$ cat config.mk
export PLATFORM = sky130hd
export DESIGN_NAME = rr_sel_arbiter
export DESIGN_NICKNAME = d
export VERILOG_FILES = /design/src/rtl/rr_sel_arbiter.sv
export SDC_FILE = /design/constraint.sdc
export NUM_CORES = 1
export LEC_CHECK = 0
export ABC_AREA = 1
export CELL_PAD_IN_SITES_DETAIL_PLACEMENT = 0
export CELL_PAD_IN_SITES_GLOBAL_PLACEMENT = 1
export CORE_AREA = 5 5 86 64
export DETAILED_ROUTE_END_ITERATION = 8
export DIE_AREA = 0 0 91 69
export MAX_ROUTING_LAYER = met4
export PLACE_DENSITY = 0.76
export SKIP_CTS_REPAIR_TIMING = 1
export SLEW_MARGIN = 10
export SYNTH_ARGS = -nofsm -noshare
export SYNTH_HDL_FRONTEND = slang
export SYNTH_SLANG_ARGS = --single-unit
$ cat constraint.sdc
create_clock -name clk -period 3.3 [get_ports clk]
set_input_delay 0.33 -clock clk [delete_from_list [all_inputs] [get_ports clk]]
set_output_delay 0.33 -clock clk [all_outputs]
set_load 0.02 [all_outputs]
$ cat src/rtl/rr_sel_arbiter.sv
// Eight-channel round-robin arbiter with hold-time limit; the granted index is
// exported as mux/demux select bits that stay put while idle.
module rr_sel_arbiter #(
  parameter int MAX_HOLD = 15
) (
  input  logic       clk,
  input  logic       rst_n,
  input  logic [7:0] req,
  input  logic       done,
  output logic [7:0] grant,
  output logic       sel0,
  output logic       sel1,
  output logic       sel2,
  output logic       busy
);

  typedef enum logic {IDLE, GRANT} state_t;

  localparam logic [3:0] LP_MAX_HOLD = 4'(MAX_HOLD);

  state_t     r_state;
  logic [2:0] r_ptr;
  logic [2:0] r_owner;
  logic [3:0] r_hcnt;
  logic [7:0] r_grant;
  logic       r_busy;

  logic       w_found;
  logic [2:0] w_pick;
  logic [2:0] w_idx;
  logic       w_release;

  // Search ptr, ptr+1, ... ptr+7 with 3-bit wraparound; first hit wins.
  always_comb begin
    w_found = 1'b0;
    w_pick  = r_ptr;
    w_idx   = r_ptr;
    for (int k = 0; k < 8; k++) begin
      w_idx = r_ptr + 3'(k);
      if (!w_found && req[w_idx]) begin
        w_found = 1'b1;
        w_pick  = w_idx;
      end
    end
  end

  assign w_release = done | ~req[r_owner] | (r_hcnt == LP_MAX_HOLD);

  always_ff @(posedge clk or negedge rst_n) begin
    if (!rst_n) begin
      r_state <= IDLE;
      r_ptr   <= 3'd0;
      r_owner <= 3'd0;
      r_hcnt  <= 4'd0;
      r_grant <= 8'h00;
      r_busy  <= 1'b0;
    end else begin
      case (r_state)
        IDLE: begin
          if (w_found) begin
            r_state <= GRANT;
            r_owner <= w_pick;
            r_grant <= 8'b1 << w_pick;
            r_busy  <= 1'b1;
            r_hcnt  <= 4'd1;
          end
        end
        GRANT: begin
          // Owner index is kept on release so the select bits do not move.
          if (w_release) begin
            r_state <= IDLE;
            r_grant <= 8'h00;
            r_busy  <= 1'b0;
            r_hcnt  <= 4'd0;
            r_ptr   <= r_owner + 3'd1;
          end else begin
            r_hcnt  <= r_hcnt + 4'd1;
          end
        end
        default: r_state <= IDLE;
      endcase
    end
  end

  assign grant = r_grant;
  assign busy  = r_busy;
  assign sel0  = r_owner[0];
  assign sel1  = r_owner[1];
  assign sel2  = r_owner[2];

endmodule
==> impl_metrics.yaml <==
floorplan:
  placementRows: 21
  die_w_um: 91
  start_util: 0.376
  ioPinCount: 23
  dieArea_um2: 6280
  core_um2: 4600
  die_y_um: 69
worst_setup_path:
  r2r_slack_ns: 0.43
  cpMaxStageDelayCell: "dfrtp_1"
  required_ns: 3.45
  path_class: "flop to flop"
  crit_buf_inv: 3
  crit_path_max_fanout: 9
  crit_path_start: "r_ptr[1]$_DFFE_PN0P_"
  cp.arrival_ns: 3.02
  start_kind: "flop"
  end_kind: "flop"
  r2r-start: "r_ptr[1]$_DFFE_PN0P_"
  critical-path-max-stage-delay_ns: 0.50
  crit_top_cell: "nand3_1"
  crit_family: "simple AND/OR/NAND/NOR gates"
  path_cells: "inv_2 > ha_1 > inv_1 > nand3_1 > nand3_1 > nand2_2 > nor2_1 > nand4_2 > nor2_4 > nand3_2 > clkinv_2 > nand2_1 > nand2_2 > nor2_2 > nand3_1 > nand2_1"
finish:
  layout_common_cells: "100 x nand2_1, 45 x nand3_1, 22 x clkdlybuf4s50_1, 20 x dfrtp_1, 19 x nor2_1"
  drive_gt1_frac: 0.121
  syn2layout_area_growth_pct: 18.5
  antenna_cells: 0
  layout_commonest_cell: "nand2_1"
  fin_cells: 346
  fin_nets: 306
  final_area_um2: 2050
timing:
  hold_slack_ns: 0.479
  setup_viol: 0
  rsz0062_at_grt: "no"
  slew_headroom: 0.406
  min_period_ns: 2.87
  final_hold_viol_count: 0
  max_clock_freq_mhz: 348
  slew_viol_final: 0
  skew_ns: 0.000715
  fin_setup_tns_ns: 0
  worst_pin_slew_ns: 0.888
  layout_worst_path_cycle_share: 0.871
routing:
  dr_wl_met2_um: 1750
  wl_met3_um: 243
  drt_pass1_iterations: 4
  num_vias: 1754
  ant_nets: 0
  drt_iter0_drc: 161
  top_layer_used: "met4"
  drt-wirelength-per-cell_um: 13.4
  drc_errors: 0
  drt-met1-wl_um: 2620
  drt_wl_total_um: 4630
  viasPerCell: 5.07
place:
  dp_hpwl_um: 3790
  port_buffers: 22
  place.gp.congestion: 0.903
  post_dp_cell_area_um2: 2000
  dp_cells: 343
global_routing:
  grt.overflow.total: 0
  grt_max_degree: 21
  grt_pass1_wl_um: 8020
  first_global_vias: 1636
  grt_usage: 0.156
  antenna_found_initial: 0
synth:
  synth_warnings: 0
  yosysUniqueCellTypes: 31
  ys_ff_latch: 20
  synth_area_um2: 1730
  ys_seq_area_frac: 0.289
  synth_cells: 266
  synth_area_per_cell_um2: 6.50
  syn-num-nets: 281
cts:
  ctsHtreeMaxLevel: 1
  clock_tree.buffer_depth: 2
  tritoncts: "built"
  clkLatencyLatePin_ns: 0.26
  cts_root_buf: "clkbuf_8"
  clk_transition_reported_paths_ns: 0.07
  cts_buffers: 3
  cts_sinks: 20
run_status:
  status: "complete, no violations"
min_path:
  min_from: "grant[6]$_DFFE_PN0P_"
  hold_path.class: "flop to flop"
run:
  cap_violations: 0
path summary, 6_finish.rpt:
kind,endpoint,depth (start not counted)
setup / recovery,grant[0]$_DFFE_PN0P_,16
hold / removal,grant[6]$_DFFE_PN0P_,2
setup reg to reg,grant[0]$_DFFE_PN0P_,16
hold reg to reg,grant[6]$_DFFE_PN0P_,2
max in group asynchronous,r_ptr[0]$_DFFE_PN0P_,1
min in group asynchronous,grant[4]$_DFFE_PN0P_,1
registers in the layout (all words and copies together) (netlist names):
signal   cells
grant        8
r_state      1
r_owner      3
busy         1
r_ptr        3
r_hcnt       4
metrics by stage:
step / util / setup slack [ns]
floorplan: - / 0.935
global placement: 0.436 / 0.395
detailed placement: 0.436 / 0.398
CTS: 0.445 / 0.372
global route: 0.446 / 0.0509
finish: 0.446 / 0.426
final cells by class:
class                           instances  area (um^2)
Clock buffer                            3         41.3
Fill cell                             486         2550
Sequential cell                        20          500
Tap cell                               57         71.3
Multi-Input combinational cell        217         1110
Inverter                               25         95.1
Timing Repair Buffer                   24          235
worst min-delay path: cells and delay by family (launching register included):
family / cells / cell delay, ns
DFF: 1 / 0.35
and+or+nand+nor: 2 / 0.10
routing by layer:
metal	vias up	global-route usage
li1	911	-
met1	801	0.258
met2	38	0.198
met3	4	0.0261
met4	0	0.0195
met5	-	-
kinds of logic (layout without fill, tap and decap cells):
group                      count (synthesis)  in the layout  share of synthesized area
AOI/OAI and AO/OA                         25             25                     0.0970
DFF                                       20             20                      0.289
buffers and inverters                     29             52                     0.0738
adders and majority gates                  4              4                     0.0289
xor gates and xnor gates                   5              5                     0.0340
and+or+nand+nor                          183            183                      0.477
synthesized netlist by cell type, drive strengths merged:
cell | instances | share of area
o32ai | 1 | 0.0051
a21oi | 3 | 0.013
o21ai | 12 | 0.035
xnor2 | 2 | 0.010
a31oi | 2 | 0.0072
a32o | 2 | 0.012
clkinv | 1 | 0.0029
nand4 | 2 | 0.011
o21a | 1 | 0.0043
o21bai | 2 | 0.011
xor2 | 3 | 0.024
buf | 4 | 0.019
ha | 4 | 0.029
nand3 | 47 | 0.14
o221ai | 2 | 0.010
nand2 | 108 | 0.25
nor2 | 26 | 0.072
inv | 24 | 0.052
dfrtp | 20 | 0.29
Power is left out: the tool's default activity adds up to more than one toggle a clock period on the data nets, which glitch-free logic cannot reach.
